$ cat src/rtl/issue_pkg.sv
`default_nettype none
`timescale 1ns/1ps
//==============================================================================
// Module      : issue_pkg
// Description : Shared instruction-word layout, HALT encoding and FSM state
//               type for the instruction issue controller.
// Revision    : 1.0 - initial release
//==============================================================================
package issue_pkg;

    localparam int INSTR_W = 17;

    // Instruction word layout: [16] we, [15:12] op, [11:8] rx, [7:4] ry, [3:0] rz
    localparam int WE_BIT = 16;
    localparam int OP_HI  = 15;
    localparam int OP_LO  = 12;
    localparam int RX_HI  = 11;
    localparam int RX_LO  = 8;
    localparam int RY_HI  = 7;
    localparam int RY_LO  = 4;
    localparam int RZ_HI  = 3;
    localparam int RZ_LO  = 0;

    localparam logic [3:0] HALT_OP = 4'hF;

    typedef enum logic [1:0] {
        IDLE  = 2'd0,
        RUN   = 2'd1,
        DRAIN = 2'd2,
        DONE  = 2'd3
    } state_t;

    // HALT requires the write enable clear; op F with we set is a normal instruction.
    function automatic logic is_halt(input logic [INSTR_W-1:0] word);
        return (word[OP_HI:OP_LO] == HALT_OP) && !word[WE_BIT];
    endfunction

endpackage : issue_pkg
`default_nettype wire

$ cat src/rtl/issue_prog_mem.sv
`default_nettype none
`timescale 1ns/1ps
//==============================================================================
// Module      : issue_prog_mem
// Description : Program store, DEPTH x 17 register array with synchronous
//               write and asynchronous read. Contents survive reset.
// Revision    : 1.0 - initial release
//==============================================================================
module issue_prog_mem
    import issue_pkg::*;
#(
    parameter int DEPTH  = 16,
    parameter int ADDR_W = 4
) (
    input  logic               clk,
    input  logic               we,
    input  logic [ADDR_W-1:0]  waddr,
    input  logic [INSTR_W-1:0] wdata,
    input  logic [ADDR_W-1:0]  raddr,
    output logic [INSTR_W-1:0] rdata
);

    logic [INSTR_W-1:0] r_mem [DEPTH];

    always_ff @(posedge clk) begin
        if (we) begin
            r_mem[waddr] <= wdata;
        end
    end

    assign rdata = r_mem[raddr];

endmodule : issue_prog_mem
`default_nettype wire

$ cat src/rtl/instr_issue_ctrl.sv
`default_nettype none
`timescale 1ns/1ps
//==============================================================================
// Module      : instr_issue_ctrl
// Description : Steps through a loadable program, issues one instruction per
//               cycle to the datapath and returns pc-tagged results in order.
// Revision    : 1.0 - initial release
//==============================================================================
module instr_issue_ctrl
    import issue_pkg::*;
#(
    parameter int DEPTH  = 16,
    parameter int ADDR_W = 4
) (
    input  logic               clk,
    input  logic               rst_n,
    input  logic               prog_we,
    input  logic [ADDR_W-1:0]  prog_addr,
    input  logic [INSTR_W-1:0] prog_data,
    input  logic               start,
    input  logic               hold,
    output logic               busy,
    output logic               done,
    output logic [3:0]         rx,
    output logic [3:0]         ry,
    output logic [3:0]         rz,
    output logic [3:0]         op,
    output logic               write_en,
    input  logic [31:0]        result_in,
    output logic               res_valid,
    output logic [31:0]        res_data,
    output logic [ADDR_W-1:0]  res_pc,
    output logic [ADDR_W:0]    instr_count
);

    localparam logic [ADDR_W-1:0] c_LAST_PC  = ADDR_W'(DEPTH - 1);
    localparam logic [ADDR_W-1:0] c_PC_ONE   = ADDR_W'(1);
    localparam logic [ADDR_W:0]   c_CNT_ONE  = (ADDR_W + 1)'(1);

    state_t               r_state;
    state_t               w_next_state;
    logic [ADDR_W-1:0]    r_pc;
    logic [ADDR_W:0]      r_count;
    logic [INSTR_W-1:0]   w_word;
    logic                 w_issue;
    logic                 w_start;
    logic                 w_mem_we;

    logic                 r_write_en;
    logic [3:0]           r_op;
    logic [3:0]           r_rx;
    logic [3:0]           r_ry;
    logic [3:0]           r_rz;

    // Tag pipeline: stage 1 aligns with the issue outputs, stage 2 with result_in.
    logic                 r_v1;
    logic [ADDR_W-1:0]    r_pc1;
    logic                 r_v2;
    logic [ADDR_W-1:0]    r_pc2;

    logic                 r_res_valid;
    logic [31:0]          r_res_data;
    logic [ADDR_W-1:0]    r_res_pc;

    assign w_start  = (r_state == IDLE) && start;
    assign w_mem_we = (r_state == IDLE) && prog_we;

    issue_prog_mem #(
        .DEPTH  (DEPTH),
        .ADDR_W (ADDR_W)
    ) u_prog_mem (
        .clk   (clk),
        .we    (w_mem_we),
        .waddr (prog_addr),
        .wdata (prog_data),
        .raddr (r_pc),
        .rdata (w_word)
    );

    //--------------------------------------------------------------------------
    // FSM
    //--------------------------------------------------------------------------
    always_ff @(posedge clk or negedge rst_n) begin
        if (!rst_n) begin
            r_state <= IDLE;
        end else begin
            r_state <= w_next_state;
        end
    end

    always_comb begin
        w_next_state = r_state;
        w_issue      = 1'b0;
        case (r_state)
            IDLE: begin
                if (start) begin
                    w_next_state = RUN;
                end
            end
            RUN: begin
                if (!hold) begin
                    if (is_halt(w_word)) begin
                        w_next_state = DRAIN;
                    end else begin
                        w_issue = 1'b1;
                        if (r_pc == c_LAST_PC) begin
                            w_next_state = DRAIN;
                        end
                    end
                end
            end
            DRAIN: begin
                // Both tag stages empty means the last result is on res_* now.
                if (!r_v1 && !r_v2) begin
                    w_next_state = DONE;
                end
            end
            DONE: begin
                w_next_state = IDLE;
            end
            default: begin
                w_next_state = IDLE;
            end
        endcase
    end

    //--------------------------------------------------------------------------
    // Program counter and issue counter
    //--------------------------------------------------------------------------
    always_ff @(posedge clk or negedge rst_n) begin
        if (!rst_n) begin
            r_pc <= '0;
        end else if (w_start) begin
            r_pc <= '0;
        end else if (w_issue && (r_pc != c_LAST_PC)) begin
            r_pc <= r_pc + c_PC_ONE;
        end
    end

    always_ff @(posedge clk or negedge rst_n) begin
        if (!rst_n) begin
            r_count <= '0;
        end else if (w_start) begin
            r_count <= '0;
        end else if (w_issue) begin
            r_count <= r_count + c_CNT_ONE;
        end
    end

    //--------------------------------------------------------------------------
    // Issue registers: zero whenever the cycle carries no instruction
    //--------------------------------------------------------------------------
    always_ff @(posedge clk or negedge rst_n) begin
        if (!rst_n) begin
            r_write_en <= 1'b0;
            r_op       <= '0;
            r_rx       <= '0;
            r_ry       <= '0;
            r_rz       <= '0;
        end else if (w_issue) begin
            r_write_en <= w_word[WE_BIT];
            r_op       <= w_word[OP_HI:OP_LO];
            r_rx       <= w_word[RX_HI:RX_LO];
            r_ry       <= w_word[RY_HI:RY_LO];
            r_rz       <= w_word[RZ_HI:RZ_LO];
        end else begin
            r_write_en <= 1'b0;
            r_op       <= '0;
            r_rx       <= '0;
            r_ry       <= '0;
            r_rz       <= '0;
        end
    end

    //--------------------------------------------------------------------------
    // Result tag pipeline and capture
    //--------------------------------------------------------------------------
    always_ff @(posedge clk or negedge rst_n) begin
        if (!rst_n) begin
            r_v1  <= 1'b0;
            r_pc1 <= '0;
            r_v2  <= 1'b0;
            r_pc2 <= '0;
        end else begin
            r_v1  <= w_issue;
            r_pc1 <= w_issue ? r_pc : '0;
            r_v2  <= r_v1;
            r_pc2 <= r_pc1;
        end
    end

    always_ff @(posedge clk or negedge rst_n) begin
        if (!rst_n) begin
            r_res_valid <= 1'b0;
            r_res_data  <= '0;
            r_res_pc    <= '0;
        end else begin
            r_res_valid <= r_v2;
            r_res_data  <= r_v2 ? result_in : '0;
            r_res_pc    <= r_v2 ? r_pc2 : '0;
        end
    end

    assign busy        = (r_state == RUN) || (r_state == DRAIN);
    assign done        = (r_state == DONE);
    assign write_en    = r_write_en;
    assign op          = r_op;
    assign rx          = r_rx;
    assign ry          = r_ry;
    assign rz          = r_rz;
    assign res_valid   = r_res_valid;
    assign res_data    = r_res_data;
    assign res_pc      = r_res_pc;
    assign instr_count = r_count;

endmodule : instr_issue_ctrl
`default_nettype wire

$ cat config.mk
export PLATFORM = sky130hd
export DESIGN_NAME = instr_issue_ctrl
export DESIGN_NICKNAME = d
export VERILOG_FILES = /design/src/rtl/issue_pkg.sv /design/src/rtl/issue_prog_mem.sv /design/src/rtl/instr_issue_ctrl.sv
export SDC_FILE = /design/constraint.sdc
export NUM_CORES = 1
export LEC_CHECK = 0
export CORE_MARGIN = 2
export CORE_UTILIZATION = 40
export DETAILED_ROUTE_END_ITERATION = 10
export GPL_TIMING_DRIVEN = 0
export PLACE_DENSITY_LB_ADDON = 0.25
export SLEW_MARGIN = 20
export SYNTH_ARGS = -nofsm -noshare
export SYNTH_HDL_FRONTEND = slang
export SYNTH_SLANG_ARGS = --single-unit
$ cat constraint.sdc
create_clock -name clk -period 3.3 [get_ports clk]
set_clock_uncertainty 0.15 [all_clocks]
set_input_delay 0.99 -clock clk [delete_from_list [all_inputs] [get_ports clk]]
set_output_delay 0.99 -clock clk [all_outputs]
set_load 0.02 [all_outputs]
* Word-level counts from Yosys, hierarchy flattened
Memory sizes are Yosys's and may differ from the RTL's.
Index checks and enable logic that the tools add are counted.
** Operators by class
- Add/sub/neg operators :: 2
- Multipliers :: 0
- Div/mod/pow operators :: 0
- Order comparisons :: 0
- Equal/unequal tests :: 10
- Shifts and indexed selects :: 0
- Muxes and demuxes :: 23
- Bitwise logic cells :: 0
- Reduce and logical (&&, ||, !) cells :: 13
** Operators by type and width (count)
- 32-bit two-way mux :: 1
- 4-bit two-way mux :: 8
- 2-bit two-way mux :: 5
- 5-bit two-way mux :: 2
- 4-bit equality test, second input constant :: 2
- 2-bit one-hot mux with 4 select lines :: 1
- 1-bit two-way mux :: 6
- 2-bit inequality test, second input constant :: 3
- 5-bit by 1-bit adder with 5-bit output, second input constant :: 1
- 1-bit logical AND :: 5
- 4-bit by 1-bit adder with 4-bit output, second input constant :: 1
- 2-bit equality test, second input constant :: 2
- 4-bit inequality test, second input constant :: 1
- 4-bit AND reduction :: 1
- 2-bit nonzero test :: 2
- 1-bit logical NOT :: 3
- 3-bit inequality test, second input constant :: 1
- 2-bit by 1-bit equality test with 1-bit output, second input constant :: 1
- 2-bit logical NOT :: 1
- 1-bit logical OR :: 1
** Storage, ports and cells
- Register bits :: 75
- Latch bits :: 0
- Memory bits (writable) :: 272
- Bits in read-only memories :: 0
- Bits of input ports :: 58
- Output and inout port bits :: 61
- Word-level logic and storage cells :: 64
- Memories :: 1
** Memory list
- u_prog_mem.r_mem :: words 16, bits a word 17, rd ports 1, clocked after Yosys merged registers in 0, wr ports 1, RTL line issue_prog_mem.sv:23 : logic [INSTR_W-1:0] r_mem [DEPTH];

* Logic depth before layout (Yosys ltp)
Gate-level depths: netlist of the first run.
An unclocked memory read counts as a cell.
- Depth in word-level cells :: 9
- Gate-level depth with buffers :: 12

* Hierarchy
A second synthesis of the first run with hierarchy kept.
** Second synthesis, totals
- Cells, all modules :: 631
- Area, all modules :: 12952.4 sq um
** Modules (own cells, without submodules)
- issue_prog_mem :: instances 1, cells an instance 441, area an instance 10297.4 sq um, seq. area each 8167.8 sq um
- instr_issue_ctrl :: instances 1, cells an instance 190, area an instance 2655.0 sq um, seq. area each 1876.8 sq um

* Least setup slack after synthesis of the first run
No wires, ideal clock.
- Path kind :: input to register
- Start point :: in prog_addr[1]
- End point :: mem u_prog_mem.r_mem[0][0], enable pin
- Library setup time :: 413 ps
- Arrival time :: 2625 ps
- Path slack :: 112 ps
- Stages :: 2
- Buffers on the path :: 0
- Cell sequence :: or3_1 > nor3_1
** RTL lines
- start: declaration :: RTL line instr_issue_ctrl.sv:18 : input logic [ADDR_W-1:0] prog_addr,
- end: declaration :: RTL line issue_prog_mem.sv:23
Straight into the memory's write port.

* Worst setup path in the final report of the first run
- Start point :: reg r_pc[1]
- End point :: reg r_rx[1] (netlist: rx[1])
** Between the ends
- Longest elaborated chain between the ends :: 7
- Elaborated cells on any way between the ends :: 8
- Those cells by class :: eq/ne: 1; mux: 4; reduce/logical: 2; memory: 1
** Ends and longest elaborated chain
- start: declaration :: RTL line instr_issue_ctrl.sv:42 : logic [ADDR_W-1:0] r_pc;
- start signal: assignment :: RTL line instr_issue_ctrl.sv:136 : r_pc <= r_pc + c_PC_ONE;
- memory 16 x 17 bit (*)
- 4-bit equality test or 1-bit logical NOT (tied branches) :: RTL line issue_pkg.sv:35 : return (word[OP_HI:OP_LO] == HALT_OP) && !word[WE_BIT];
- 1-bit logical AND :: RTL line issue_pkg.sv:35
- 1-bit two-way mux :: RTL line instr_issue_ctrl.sv:102 : if (is_halt(w_word)) begin
- 1-bit two-way mux :: RTL line instr_issue_ctrl.sv:101 : if (!hold) begin
- 1-bit two-way mux :: RTL line instr_issue_ctrl.sv:94 : case (r_state)
- 4-bit two-way mux (*) :: RTL line instr_issue_ctrl.sv:160 : end else if (w_issue) begin
- end signal: assignment :: RTL line instr_issue_ctrl.sv:163 : r_rx <= w_word[RX_HI:RX_LO];
- end: declaration :: RTL line instr_issue_ctrl.sv:51 : logic [3:0] r_rx;
Mark *: on every way between the ends. The rest lies on a longest branch, timed or not.
A chain may end at the register's enable or synchronous reset.

==> results of run 1 <==
-- layout by cell type, fill, tap and decap left out, types with 5 or more instances in the layout --
| cell | netlist | layout |
|---|---|---|
| a22oi_1 | 16 | 16 |
| buf_4 | 0 | 11 |
| a221oi_2 | 6 | 6 |
| nor2_4 | 0 | 8 |
| edfxtp_1 | 272 | 272 |
| inv_1 | 5 | 5 |
| clkbuf_1 | 14 | 25 |
| and2_1 | 39 | 39 |
| dfrtp_1 | 75 | 75 |
| ha_1 | 7 | 7 |
| buf_2 | 10 | 11 |
| a221oi_1 | 28 | 28 |
| clkinv_1 | 1 | 7 |
| nand2_1 | 10 | 10 |
| mux4_2 | 32 | 32 |
| nor2_1 | 21 | 9 |
| clkdlybuf4s50_1 | 0 | 117 |
| a21oi_1 | 21 | 21 |
| o21ai_0 | 20 | 20 |
| nand3_1 | 5 | 5 |
| clkbuf_16 | 0 | 37 |
| buf_6 | 6 | 8 |
| mux2i_1 | 69 | 69 |
-- final timing paths --
kind | start | cells after the start | slack [ps] | to
max | r_pc[1] | 11 | 120 | rx[1]
min | r_pc1[3] | 0 | 200 | r_pc2[3]
max reg2reg | r_pc[1] | 11 | 120 | rx[1]
min reg2reg | r_pc1[3] | 0 | 200 | r_pc2[3]
max in group asynchronous | rst_n | 2 | 2110 | rx[2]
min in group asynchronous | rst_n | 1 | 280 | res_data[24]
-- cells by family after synthesis --
family                   synth area share, %
AO/OA/AOI/OAI                           5.84
XOR/XNOR                               0.134
adder cells (fa/ha/maj)                0.667
buffers and inverters                   1.94
flip-flops                              76.5
multiplexers                            11.2
AND/OR/NAND/NOR                         3.63
-- sequential cells by signal (all words and copies together), names as in the netlist --
register / flops
u_prog_mem.r_mem: 272
res_data: 32
instr_count: 5
op: 4
r_pc1: 4
r_pc2: 4
r_pc: 4
res_pc: 4
rx: 4
ry: 4
rz: 4
r_state: 2
r_v1: 1
r_v2: 1
res_valid: 1
write_en: 1
-- what timing repair did --
| item | CTS | global route |
|---|---|---|
| pin swaps | 1 | 1 |
| resized for setup | 2 | 0 |
| setup buffers | 1 | 1 |
| gates cloned | 0 | 0 |
| endpoints found under the setup margin | 10 | 10 |
-- power groups by stage --
stage / sequential [W] / clock (W) / combinational [W]
2_1_floorplan: 0.00525 / 0 / 0.00128
3_3_place_gp: 0.00511 / 0 / 0.00223
3_5_place_dp: 0.00511 / 0 / 0.00228
4_1_cts: 0.00502 / 0.00400 / 0.00230
5_1_grt: 0.00504 / 0.00417 / 0.00245
6_report: 0.00502 / 0.00391 / 0.00228
-- area by class of cell --
type / count / area (µm²) / share of cell area [%]
repair buffers: 136 / 1420 / 8.68
clock inverters: 13 / 136 / 0.835
inverters: 7 / 28.8 / 0.176
plain buffers: 36 / 229 / 1.40
multi-input cells: 306 / 2920 / 17.9
flip-flops and latches: 347 / 10000 / 61.5
clock buffers: 51 / 998 / 6.12
well taps: 442 / 553 / 3.39
-- per-layer routing --
| layer | vias up | global-route usage, % | share of wire, % |
|---|---|---|---|
| li1 | 3113 | - | - |
| met1 | 3550 | 24.5 | 45 |
| met2 | 238 | 28.1 | 46 |
| met3 | 54 | 3.01 | 5.7 |
| met4 | 0 | 5.78 | 2.9 |
| met5 | - | 0 | 0 |
-- metrics by stage --
| step | total power [W] | hold WS [ps] | area, µm² | instances |
|---|---|---|---|---|
| detailed placement | 0.00740 | 185 | 15200 | 1272 |
| finish | 0.0112 | 197 | 16300 | 1338 |
| global placement | 0.00735 | 182 | 14900 | 1256 |
| floorplan | 0.00653 | 181 | 13100 | 696 |
| global route | 0.0117 | 203 | 16300 | 1338 |
| CTS | 0.0113 | 198 | 16300 | 1337 |
-- critical path, cell delays in order, from the launching register on --
cell and delay, ps:
dfrtp_1 410, buf_6 170, and2_1 170, buf_6 140, buf_6 150, a221oi_2 280, o21ai_0 220, a211oi_2 480
a21o_1 190, buf_6 140, buf_2 350, a21oi_1 150
==> impl_metrics.csv, run 1 <==
group,metric,value,unit
die,core,32500,µm²
finish,fillCellCount,2678,
die,die_h,185,µm
timing,setup_tns,0,ps
finish,n_antenna_cell,0,
grt,grt_pass1_wl,44200,µm
critical_path,worstSetupPathType,"register to register",
timing,rsz0062_at_grt,"false",
clocking,cts_sinks,347,
clocking,cts_hold_buf,0,
detailed_routing,vias_per_cell,5.20,
placed_design,port_buffers,118,
clocking,cts_tree,"built",
detailed_routing,drt-total-wl,29500,µm
detailed_routing,vias,6955,
die,initial_core_util,40.4,%
clocking,clk_latency,510,ps
finish,fin_util,50.3,%
timing,finalHoldViolCount,0,
timing,timing.fmax,314,MHz
critical_path,path_max_fanout,10,
placed_design,place_ws,-188,ps
timing,finalCriticalPeriod,3180,ps
die,die_x,185,µm
logic_synthesis,synth_nets,761,
power_and_ir_drop,powerDensity,687,nW/µm²
timing,tightest_slew,956,ps
logic_synthesis,ys_warn_count,0,
finish,nNetsFinal,936,
detailed_routing,wl_per_cell,22.1,µm
timing,slew_viol_final,0,
timing,setup_slack,120,ps
die,dieArea,34300,µm²
power_and_ir_drop,combPwrFrac,20.3,%
hold_path,hold_class,"register to register",
logic_synthesis,ys_top_cells_by_count,"edfxtp_1 (272), dfrtp_1 (75), mux2i_1 (69), and2_1 (39), mux4_2 (32)",
die,num_rows,66,
logic_synthesis,ys.flop_type,"edfxtp_1",
critical_path,worst_setup_path_end_kind,"register",
power_and_ir_drop,leakage,5.66,nW
timing,slew_headroom,36.3,%
clocking,numCtsBuffers,37,
clocking,cts-root-buf,"clkbuf_16",
power_and_ir_drop,peakVddDrop,298,µV
logic_synthesis,synthTopCellsByArea,"edfxtp_1 (62%), dfrtp_1 (14%), mux4_2 (5.5%)",
detailed_routing,drt_first_pass_iters,7,
critical_path,worstPathArrival,3380,ps
job,maxCapViolations,0,
logic_synthesis,syn_area,13100,µm²
run_status,outcome,"finished clean",
detailed_routing,ant_nets,0,
finish,area_delta_synth_final,24.4,%
logic_synthesis,synth_top_area_cell,"edfxtp_1",
timing,setup_viol,0,
logic_synthesis,ys_ff_latch,347,
power_and_ir_drop,switching_share,25.9,%
logic_synthesis,yosysUniqueCellTypes,45,
critical_path,required,3500,ps
logic_synthesis,synth_edf_count,272,
logic_synthesis,synthCells,696,
detailed_routing,drt_iter0_drc,488,
grt,gr-usage-all-layers,17.6,%
critical_path,cp-start-kind,"register",
logic_synthesis,synth_seq_area_share,76.5,%
detailed_routing,drcViolationCount,0,
timing,period_share,96.4,%
logic_synthesis,synthArstFlopShare,21.6,%
power_and_ir_drop,p_int,0.00831,W
clocking,cts.reportedPaths.clkPinSlew,60,ps
power_and_ir_drop,seqPwrFrac,44.8,%
logic_synthesis,synth_top_cell_area_share,62.2,%
grt,grt.overflow.total,0,
grt,grt_max_degree,47,
die,ios,119,
logic_synthesis,synth_most_common_cell,"edfxtp_1",
placed_design,hpwlAfterDp,19500,µm
logic_synthesis,avgSynthCellArea,18.9,µm²
grt,grt_pass1_vias,7108,
clocking,htreeDepth,2,
power_and_ir_drop,p_sw,0.00290,W
finish,drive_gt1_share,16.1,%
grt,antenna_found_initial,0,
placed_design,finalWeightedCongestion,0.741,
power_and_ir_drop,clkPwrFrac,34.9,%
clocking,clockBufferDepth,3,
Power figures use the tool's default switching activity.
==> inputs of run 2 (changes only) <==
--- a/config.mk
+++ b/config.mk
@@ -9,7 +9,7 @@
 export CORE_UTILIZATION = 40
 export DETAILED_ROUTE_END_ITERATION = 10
 export GPL_TIMING_DRIVEN = 0
-export PLACE_DENSITY_LB_ADDON = 0.25
+export PLACE_DENSITY = 0.65
 export SLEW_MARGIN = 20
 export SYNTH_ARGS = -nofsm -noshare
 export SYNTH_HDL_FRONTEND = slang
==> run 2 against run 1 <==
  * Sequential power about the same
  * Total power up 0.36%
  * Clock-buffer cell count unchanged
  * Clock power about the same
  * Critical path type unchanged
  * Critical endpoint is now r_pc[2]
  * Highest routed layer is now met5
==> impl_metrics.csv, run 2 (synthesis gave the netlist of run 1 again) <==
group,metric,value,unit
run_status,outcome,"finished clean",
die,ios,119,
critical_path,worstSetupPathType,"register to register",
critical_path,critPathTopFamily,"compound AO/OA/AOI/OAI gates",
power_and_ir_drop,p_sw,0.00294,W
critical_path,cpMaxStageDelayCell,"a222oi_1",
hold_path,hold_class,"register to register",
hold_path,min_from,"r_pc1[3]",
timing,setup_tns,0,ps
power_and_ir_drop,combPwrFrac,20.4,%
power_and_ir_drop,seqPwrFrac,44.6,%
critical_path,worst_setup_path_end_kind,"register",
finish,n_antenna_cell,0,
critical_path,path_cells,"buf_6, and2_1, buf_6, buf_6, a221oi_2, o21ai_0, a222oi_1, a21o_1, buf_6, inv_4, a311oi_2, a41o_1",
timing,setup_viol,0,
detailed_routing,drt_first_pass_iters,5,
power_and_ir_drop,powerDensity,690,nW/µm²
clocking,cts-root-buf,"clkbuf_16",
critical_path,timing.rr.start,"r_pc[1]",
detailed_routing,drt-total-wl,28500,µm
timing,finalHoldViolCount,0,
detailed_routing,drcViolationCount,0,
finish,drive_gt1_share,16.4,%
timing,slew_viol_final,0,
clocking,cts_tree,"built",
power_and_ir_drop,switching_share,26.1,%
grt,grt_pass1_wl,42200,µm
job,maxCapViolations,0,
finish,most-common-layout-cells,"edfxtp_1 (272), clkdlybuf4s50_1 (117), dfrtp_1 (75)",
detailed_routing,ant_nets,0,
timing,finalCriticalPeriod,3140,ps
clocking,clk_latency,520,ps
detailed_routing,vias,6980,
grt,grt_max_degree,47,
placed_design,hpwlAfterDp,19000,µm
detailed_routing,wl_per_cell,21.3,µm
power_and_ir_drop,p_int,0.00831,W
placed_design,finalWeightedCongestion,0.759,
clocking,numCtsBuffers,36,
detailed_routing,vias_per_cell,5.21,
die,num_rows,66,
critical_path,worstPathArrival,3420,ps
placed_design,port_buffers,118,
clocking,post_cts_buffers,0,
critical_path,cpMostUsedCell,"buf_6",
clocking,cts_sinks,347,
power_and_ir_drop,leakage,5.66,nW
timing,period_share,95.0,%
critical_path,worstSetupStartpoint,"r_pc[1]",
die,die_x,185,µm
critical_path,max_stage_delay,570,ps
critical_path,crit_buf_inv,5,
clocking,cts.reportedPaths.clkPinSlew,60,ps
timing,timing.fmax,319,MHz
grt,grt.overflow.total,0,
power_and_ir_drop,peakVddDrop,306,µV
clocking,clockBufferDepth,3,
die,initial_core_util,40.4,%
finish,nNetsFinal,936,
clocking,htreeDepth,2,
grt,gr-usage-all-layers,16.7,%
critical_path,cp-start-kind,"register",
die,die_h,185,µm
die,dieArea,34300,µm²
finish,largest-register,"u_prog_mem.r_mem",
finish,final_common_cell,"edfxtp_1",
timing,rsz0062_at_grt,"false",
grt,grt_pass1_vias,6973,
detailed_routing,drt_iter0_drc,567,
timing,tightest_slew,967,ps
finish,largest_register_ffs,272,
die,core,32500,µm²
timing,slew_headroom,35.6,%
power_and_ir_drop,clkPwrFrac,35.0,%
critical_path,required,3590,ps
critical_path,path_max_fanout,10,
grt,antenna_found_initial,1,
finish,area_delta_synth_final,24.2,%
timing,whs,196,ps
[run 2: cell types whose count changed in the layout (fill, tap and decap cells not counted), sizes merged]
cell | previous run | this run
clkbuf | 66 | 67
inv | 7 | 8
[run 2: stage by stage]
stage / util [%] / std cells / worst slack, ps / instance area, µm² / total power (W)
floorplan: - / 696 / 112 / 13100 / 0.00653
global placement: 45.8 / 1256 / -1610 / 14900 / 0.00737
detailed placement: 46.7 / 1275 / -29.6 / 15100 / 0.00742
CTS: 50.2 / 1340 / 76.1 / 16300 / 0.0113
global route: 50.2 / 1340 / 7.25 / 16300 / 0.0117
finish: 50.2 / 1340 / 165 / 16300 / 0.0113
[run 2: repair_timing]
item,CTS,global route
gates resized for setup,0,4
hold buffers,0,0
endpoints found under the setup margin,0,21
[run 2: per-layer routing]
metal | vias up | track usage (%) | share of wire [%]
met5 | - | 0 | 0.049
li1 | 3133 | - | -
met4 | 2 | 3.62 | 1.4
met3 | 35 | 3.56 | 7.6
met2 | 279 | 27.8 | 49
met1 | 3531 | 22.8 | 42
[run 2: worst paths after layout]
path | end | slack [ps] | cells past startpoint
max | r_pc[2] | 160 | 12
min in group asynchronous | rz[0] | 280 | 1
max in group asynchronous | res_data[20] | 2160 | 2
max reg2reg | r_pc[2] | 160 | 12
min | r_pc2[3] | 200 | 0
min reg2reg | r_pc2[3] | 200 | 0
[run 2: final cells by class]
type | count | area, µm²
clock buffer | 51 | 997
buffer | 36 | 231
timing repair buffer | 137 | 1410
inverter | 7 | 28.8
tap | 442 | 553
clock inverter | 14 | 158
fill | 2635 | 16200
sequential | 347 | 10000
multi-input combinational | 306 | 2880
[run 2: power by group through the flow]
stage	Clock [W]	Sequential (W)	Combinational [W]
2_1_floorplan	0	0.00525	0.00128
4_1_cts	0.00400	0.00502	0.00232
5_1_grt	0.00418	0.00504	0.00247
3_5_place_dp	0	0.00511	0.00231
6_report	0.00393	0.00502	0.00230
3_3_place_gp	0	0.00511	0.00226
